--- config.mk ---
export PLATFORM = sky130hd
export DESIGN_NAME = alu_share_arbiter
export DESIGN_NICKNAME = d
export VERILOG_FILES = /design/src/rtl/alu_share_arbiter.sv
export SDC_FILE = /design/constraint.sdc
export NUM_CORES = 2
export LEC_CHECK = 0
export CORE_UTILIZATION = 45
export CTS_BUF_LIST = sky130_fd_sc_hd__clkbuf_4 sky130_fd_sc_hd__clkbuf_8
export CTS_CLUSTER_DIAMETER = 100
export CTS_CLUSTER_SIZE = 16
export DETAILED_ROUTE_END_ITERATION = 12
export GPL_ROUTABILITY_DRIVEN = 0
export SLEW_MARGIN = 0
export SYNTH_ARGS = -nofsm -noshare
export SYNTH_HDL_FRONTEND = slang
export SYNTH_SLANG_ARGS = --single-unit
--- constraint.sdc ---
create_clock -name Clk -period 25.3 [get_ports Clk]
set_clock_uncertainty 0.2 [all_clocks]
set_input_delay 5.06 -clock Clk [delete_from_list [all_inputs] [get_ports Clk]]
set_output_delay 5.06 -clock Clk [all_outputs]
set_load 0.01 [all_outputs]
--- src/rtl/alu_share_arbiter.sv ---
// Two-requester shared ALU: round-robin valid/ready arbitration, multi-cycle MUL,
// and a held, tagged result behind a valid/ready output handshake.
module alu_share_arbiter #(
   parameter int DATA_WIDTH  = 32,
   parameter int MUL_LATENCY = 3
) (
   input  logic                  Clk,
   input  logic                  Rst_n,
   input  logic                  Req0Valid,
   output logic                  Req0Ready,
   input  logic [3:0]            Req0Control,
   input  logic [DATA_WIDTH-1:0] Req0A,
   input  logic [DATA_WIDTH-1:0] Req0B,
   input  logic                  Req1Valid,
   output logic                  Req1Ready,
   input  logic [3:0]            Req1Control,
   input  logic [DATA_WIDTH-1:0] Req1A,
   input  logic [DATA_WIDTH-1:0] Req1B,
   output logic                  ResultValid,
   input  logic                  ResultReady,
   output logic [DATA_WIDTH-1:0] Result,
   output logic                  ResultId,
   output logic                  Zero
);

   typedef enum logic [1:0] {IDLE, EXEC, HOLD} state_t;

   localparam logic [3:0] CNT_LOAD = 4'(MUL_LATENCY - 1);
   localparam logic [3:0] OP_MUL   = 4'b0011;

   state_t                  state;
   logic [3:0]              count;
   logic                    last_grant;
   logic [3:0]              op_ctrl;
   logic [DATA_WIDTH-1:0]   op_a;
   logic [DATA_WIDTH-1:0]   op_b;
   logic                    op_id;

   logic                    can_accept;
   logic                    accept;
   logic                    grant1;
   logic [3:0]              sel_ctrl;
   logic [DATA_WIDTH-1:0]   sel_a;
   logic [DATA_WIDTH-1:0]   sel_b;
   logic [DATA_WIDTH-1:0]   sel_result;
   logic [DATA_WIDTH-1:0]   exec_result;
   logic                    sel_mul_wait;

   function automatic logic [DATA_WIDTH-1:0] alu(input logic [3:0] ctrl,
                                                 input logic [DATA_WIDTH-1:0] a,
                                                 input logic [DATA_WIDTH-1:0] b);
      logic [DATA_WIDTH-1:0] r;
      case (ctrl)
         4'b0000: r = a & b;
         4'b0001: r = a | b;
         4'b0010: r = a + b;
         4'b0011: r = a * b;
         4'b0110: r = a - b;
         4'b0111: r = ($signed(a) < $signed(b)) ? DATA_WIDTH'(1) : '0;
         default: r = '0;
      endcase
      return r;
   endfunction

   // Ready is gated by Rst_n so it reads 0 throughout reset, even with requests pending.
   always_comb begin
      can_accept   = Rst_n && ((state == IDLE) || ((state == HOLD) && ResultReady));
      Req0Ready    = can_accept && Req0Valid && (!Req1Valid || last_grant);
      Req1Ready    = can_accept && Req1Valid && (!Req0Valid || !last_grant);
      accept       = Req0Ready || Req1Ready;
      grant1       = Req1Ready;
      sel_ctrl     = grant1 ? Req1Control : Req0Control;
      sel_a        = grant1 ? Req1A : Req0A;
      sel_b        = grant1 ? Req1B : Req0B;
      sel_result   = alu(sel_ctrl, sel_a, sel_b);
      sel_mul_wait = (sel_ctrl == OP_MUL) && (MUL_LATENCY > 1);
      exec_result  = alu(op_ctrl, op_a, op_b);
   end

   always_ff @(posedge Clk or negedge Rst_n) begin
      if (!Rst_n) begin
         state       <= IDLE;
         count       <= '0;
         last_grant  <= 1'b1;
         op_ctrl     <= '0;
         op_a        <= '0;
         op_b        <= '0;
         op_id       <= 1'b0;
         ResultValid <= 1'b0;
         Result      <= '0;
         ResultId    <= 1'b0;
         Zero        <= 1'b0;
      end else begin
         case (state)
            IDLE, HOLD: begin
               if (accept) begin
                  last_grant <= grant1;
                  op_ctrl    <= sel_ctrl;
                  op_a       <= sel_a;
                  op_b       <= sel_b;
                  op_id      <= grant1;
                  if (sel_mul_wait) begin
                     state       <= EXEC;
                     count       <= CNT_LOAD;
                     ResultValid <= 1'b0;
                  end else begin
                     state       <= HOLD;
                     ResultValid <= 1'b1;
                     Result      <= sel_result;
                     ResultId    <= grant1;
                     Zero        <= (sel_result == '0);
                  end
               end else if ((state == HOLD) && ResultReady) begin
                  state       <= IDLE;
                  ResultValid <= 1'b0;
               end
            end
            EXEC: begin
               if (count == 4'd1) begin
                  state       <= HOLD;
                  count       <= '0;
                  ResultValid <= 1'b1;
                  Result      <= exec_result;
                  ResultId    <= op_id;
                  Zero        <= (exec_result == '0);
               end else begin
                  count <= count - 4'd1;
               end
            end
            default: state <= IDLE;
         endcase
      end
   end

endmodule

## Yosys cells after proc, flatten, opt, wreduce, memory -nomap -nowiden

Index checks and enable logic that the tools add are counted.

| storage, ports and cells | value |
|---|---|
| input bits | 141 |
| output and inout bits | 37 |
| logic and storage cells | 100 |
| register bits after elaboration | 111 |

| operators by class | value |
|---|---|
| order comparisons | 2 |
| bitwise logic cells | 4 |
| mux-type cells | 33 |
| add/subtract/negate cells | 5 |
| reduce and logical (&&, ||, !) cells | 25 |
| equal/unequal tests | 18 |
| multiply operators | 2 |

Operators with widths:

| cell | number |
|---|---|
| $pmux W32 S6 | 2 |
| $mux W32 | 5 |
| $add A32 B32 Y32 | 2 |
| $and A32 B32 Y32 | 2 |
| $logic_not A32 Y1 | 2 |
| $lt A32 B32 Y1 | 2 |
| $mul A32 B32 Y32 | 2 |
| $or A32 B32 Y32 | 2 |
| $pmux W32 S2 | 1 |
| $sub A32 B32 Y32 | 2 |
| $eq A4 B2 Y1 const B | 4 |
| $eq A4 B3 Y1 const B | 4 |
| $mux W4 | 4 |
| $eq A4 B1 Y1 const B | 3 |
| $mux W1 | 12 |
| $logic_not A4 Y1 | 2 |
| $mux W2 | 4 |
| $ne A2 B2 Y1 const B | 4 |
| $pmux W4 S2 | 1 |
| $logic_and A1 B1 Y1 | 6 |
| $pmux W1 S2 | 3 |
| $reduce_and A3 Y1 | 2 |
| $logic_or A1 B1 Y1 | 4 |
| $pmux W2 S2 | 1 |
| other kinds (10) | 13 |

## Depth between registers and ports, before layout

| logic depth | value |
|---|---|
| depth in word-level cells | 14 |
| depth in mapped cells | 41 |
| depth with buffers taken out | 35 |

## Least setup slack after synthesis

No wires, ideal clock.

| path | value |
|---|---|
| kind | input-to-reg |
| start | input Rst_n |
| end | register Zero |
| buffers on the path | 7 |
| library setup time | 80 ps |
| data required time | 25020 ps |
| path slack | 10926 ps |
| stages | 35 |
| arrival | 14094 ps |
| path through | nor2b_1 buf_2 nand3_4 buf_2 buf_1 clkbuf_1 buf_1 mux2i_1 clkbuf_1 nor2_1 fa_1 inv_1 fa_1 fa_1 fa_1 inv_1 fa_1 fa_1 fa_1 fa_1 ha_1 clkbuf_1 o21ai_0 o21bai_1 o31ai_1 o21ai_0 a21oi_1 xnor2_1 a221oi_1 o211ai_1 or3_1 or3_1 nor4_2 nand4_1 o211ai_2 |

| on the way | value |
|---|---|
| word-level cells in the longest chain between the ends | 11 |
| elaborated cells between the ends (all ways) | 30 |
| classes of those cells | add/sub (2); mul (1); order compare (1); eq/ne (7); mux (8); bitwise (2); reduce/logical (9) |

RTL lines:

| element | RTL line | RTL |
|---|---|---|
| start: declaration | 8 | `input logic Rst_n,` |
| $logic_and A1 B1 Y1 (*) | 67 | `can_accept = Rst_n && ((state == IDLE) \|\| ((state == HOLD) && ResultReady));` |
| branches (longest 10 deep; another with $mul A32 B32 Y32) | - |  |
| end signal: assignment | 111 | `Zero <= (sel_result == '0);` |
| end signal: assignment | 125 | `Zero <= (exec_result == '0);` |
| end: declaration | 23 | `output logic Zero` |

Mark *: on every way between the ends. The select of a mux whose other input is x is not followed.
A chain may end at the register's enable or synchronous reset.

## Worst setup path in the final report

Ends and elaborated chain as after synthesis.

==> results.sh <==
export IMPL_maxCapViolCount=0
export IMPL_floorplan_initialDensity_pct=45.40
export IMPL_wl_met3_mm=24.21
export IMPL_crit_path_end_kind="register"
export IMPL_cts_reportedPaths_clkPinSlew_ns=0.12
export IMPL_detailroute_via_count=43358
export IMPL_first_global_vias=43701
export IMPL_die_x_um=322.6
export IMPL_hold_depth=2
export IMPL_mappedNetlistArea_um2=46260
export IMPL_ioPinCount=178
export IMPL_synthAdderAreaFrac_pct=47.39
export IMPL_placed_cell_area_um2=49440
export IMPL_layout_drive_gt1_share_pct=3.436
export IMPL_timing_critical_path_mode_cell="fa_1"
export IMPL_synth_simple_gate_area_share_pct=17.39
export IMPL_final_antenna_net_count=0
export IMPL_grt_setup_unrepaired="false"
export IMPL_hold_violations=0
export IMPL_worst_r2r_path_depth=35
export IMPL_slew_limit_fails=0
export IMPL_final_hold_worst_slack_ns=0.2914
export IMPL_met1_length_mm=69.05
export IMPL_grt_max_degree=84
export IMPL_post_synth_mux_area_share_pct=1.423
export IMPL_setup_tns_ns=0
export IMPL_drt_wl_total_mm=195.8
export IMPL_final_min_clock_period_ns=17.44
export IMPL_h_tree_depth=3
export IMPL_slew_headroom_pct=8.247
export IMPL_clock_insertion_delay_worst_skew_ns=0.41
export IMPL_synth_top_family_by_area="adder cells"
export IMPL_cts_inserted_buffers=9
export IMPL_drc=0
export IMPL_post_synth_cell_area_avg_um2=7.964
export IMPL_core_rowCount=117
export IMPL_grt_antenna_before_repair=12
export IMPL_synth_edff_count=0
export IMPL_layout_cell_area_non_filler_um2=49690
export IMPL_dpl_cell_count=7172
export IMPL_global_route_usage_total_pct=37.86
export IMPL_commonest_non_fill_non_tap_cell_in_the_layout="inv_1"
export IMPL_crit_path_start_kind="input port"
export IMPL_fillerInstances=10167
export IMPL_synth_seq_area_share_pct=6.007
export IMPL_cp_required_ns=25.45
export IMPL_worstHoldPathType="register to register"
export IMPL_tightest_slew_ns=1.342
export IMPL_synth_compound_area_share_pct=12.50
export IMPL_critical_path_arrival_ns=17.59
export IMPL_synthDominantAreaCellType="fa_1"
export IMPL_syn_inst=5809
export IMPL_max_clock_path_buffers=2
export IMPL_xor_xnor_portion_of_the_synthesized_cell_area_pct=4.014
export IMPL_setup_violations_final=0
export IMPL_dp_final_hpwl_mm=151.8
export IMPL_slowest_stage="a2111oi_0"
export IMPL_fmax_mhz=57.33
export IMPL_design_core_area_um2=101900
export IMPL_synth_area_leaders="fa_1 (35%), ha_1 (12%), inv_1 (8.7%)"
export IMPL_cts_tree="yes"
export IMPL_die_height_um=322.6
export IMPL_worst_setup_path_type="input port to register"
export IMPL_area_growth_pct=7.419
export IMPL_postSynthRegisterBits=111
export IMPL_ctsResizeCount=0
export IMPL_layout_cells_non_filler=7194
export IMPL_postCtsHoldBufs=0
export IMPL_dr_wl_met2_mm=84.15
export IMPL_route_top_layer_used="met5"
export IMPL_clock_sinks=111
export IMPL_fp_dieArea_um2=104100
export IMPL_min_period_over_period_pct=68.94
export IMPL_place_port_buffers=177
export IMPL_yosysWarnings=0
export IMPL_synthDistinctLibCells=95
export IMPL_status="completed"
export IMPL_initialDrtViolationCount=5077
export IMPL_root_buffer="clkbuf_8"
export IMPL_synthFlopType="dfrtp_1"
export IMPL_drt_pre_antenna_iters=7
export IMPL_finish_net_count=7216
export IMPL_maximum_fanout_encountered_on_the_critical_timing_path=42
export IMPL_grt_first_pass_wirelength_mm=286.1
export IMPL_syn_nets=7210
export IMPL_cp_slowest_stage_delay_ns=1.15
export IMPL_cts_setup_buffers=0
export IMPL_final_cell_mix="inv_1 (1070), nand2_1 (935), fa_1 (820)"
export IMPL_vias_per_cell=6.027
export IMPL_wire_length_per_cell_after_detailed_routing_um=27.22
export IMPL_synth_top_cell_area_share_pct=35.49
export IMPL_remaining_overflow_grt=0
export IMPL_share_of_synthesized_flip_flops_with_an_asynchronous_set_or_reset_pct=100.0
[critical path: cells and delay by family]
| family | cells | cell delay, ns |
|---|---|---|
| and+or+nand+nor | 10 | 3.35 |
| buffers and inverters | 10 | 2.68 |
| AOI/OAI and AO/OA | 7 | 2.63 |
| adders and majority gates | 9 | 3.77 |
[synth_stat cells (all sizes together) (35+ instances only)]
cell,instances
nand2b,39
a211oi,49
clkbuf,225
dfrtp,110
nand2,938
nor2b,35
nand3,44
inv,1075
o211ai,37
buf,58
mux2i,47
nor3,60
xor2,51
a21oi,213
o21ai,216
nor2,634
ha,440
fa,820
a21o,45
xnor2,161
[path summary, 6_finish.rpt]
kind	from	endpoint	slack [ns]
worst min register to register	Result[3]$_DFFE_PN0P_	Result[3]$_DFFE_PN0P_	0.29
max in group asynchronous	Rst_n	op_a[7]$_DFFE_PN0P_	19.01
worst max register to register	state[0]$_DFFE_PN0P_	Zero$_DFFE_PN0P_	12.55
worst min-delay path	Result[3]$_DFFE_PN0P_	Result[3]$_DFFE_PN0P_	0.29
min in group asynchronous	Rst_n	count[3]$_DFFE_PN0P_	4.42
worst max-delay path	Rst_n	Zero$_DFFE_PN0P_	7.86
[through the flow]
stage	setup slack [ns]	util [%]
2_1_floorplan	10.93	-
3_3_place_gp	8.216	48.53
3_5_place_dp	8.109	48.53
4_1_cts	8.546	48.76
5_1_grt	7.636	48.76
6_report	7.858	48.77
[logic make-up after synthesis]
group,after synthesis
multiplexers,63
buffers and inverters,1378
flip-flops,111
AO/OA/AOI/OAI,872
AND/OR/NAND/NOR,1913
adder cells (fa/ha/maj),1260
XOR/XNOR,212
[layout make-up]
class / count / area (um2) / area share, %
Multi-Input combinational cell: 4320 / 38310 / 77.10
Clock buffer: 12 / 152.6 / 0.3072
Clock inverter: 4 / 80.08 / 0.1611
Tap cell: 1368 / 1712 / 3.444
Inverter: 1095 / 4110 / 8.271
Sequential cell: 111 / 2784 / 5.602
Antenna cell: 6 / 15.01 / 0.03021
Timing Repair Buffer: 278 / 2527 / 5.086
[per-layer routing]
layer | GRT usage (%) | up-vias
met5 | 0 | -
met4 | 28.72 | 10
met3 | 11.07 | 810
met2 | 57.51 | 2935
met1 | 45.30 | 21334
li1 | - | 18269
[registers in the layout, indices dropped and copies added, names as in the netlist]
name,cells
Result,32
op_a,32
op_b,32
count,4
op_ctrl,4
state,2
ResultId,1
ResultValid,1
Zero,1
last_grant,1
op_id,1
Power is not shown: default switching activity piles up to over one toggle a cycle in this logic, so the estimate is an artifact.
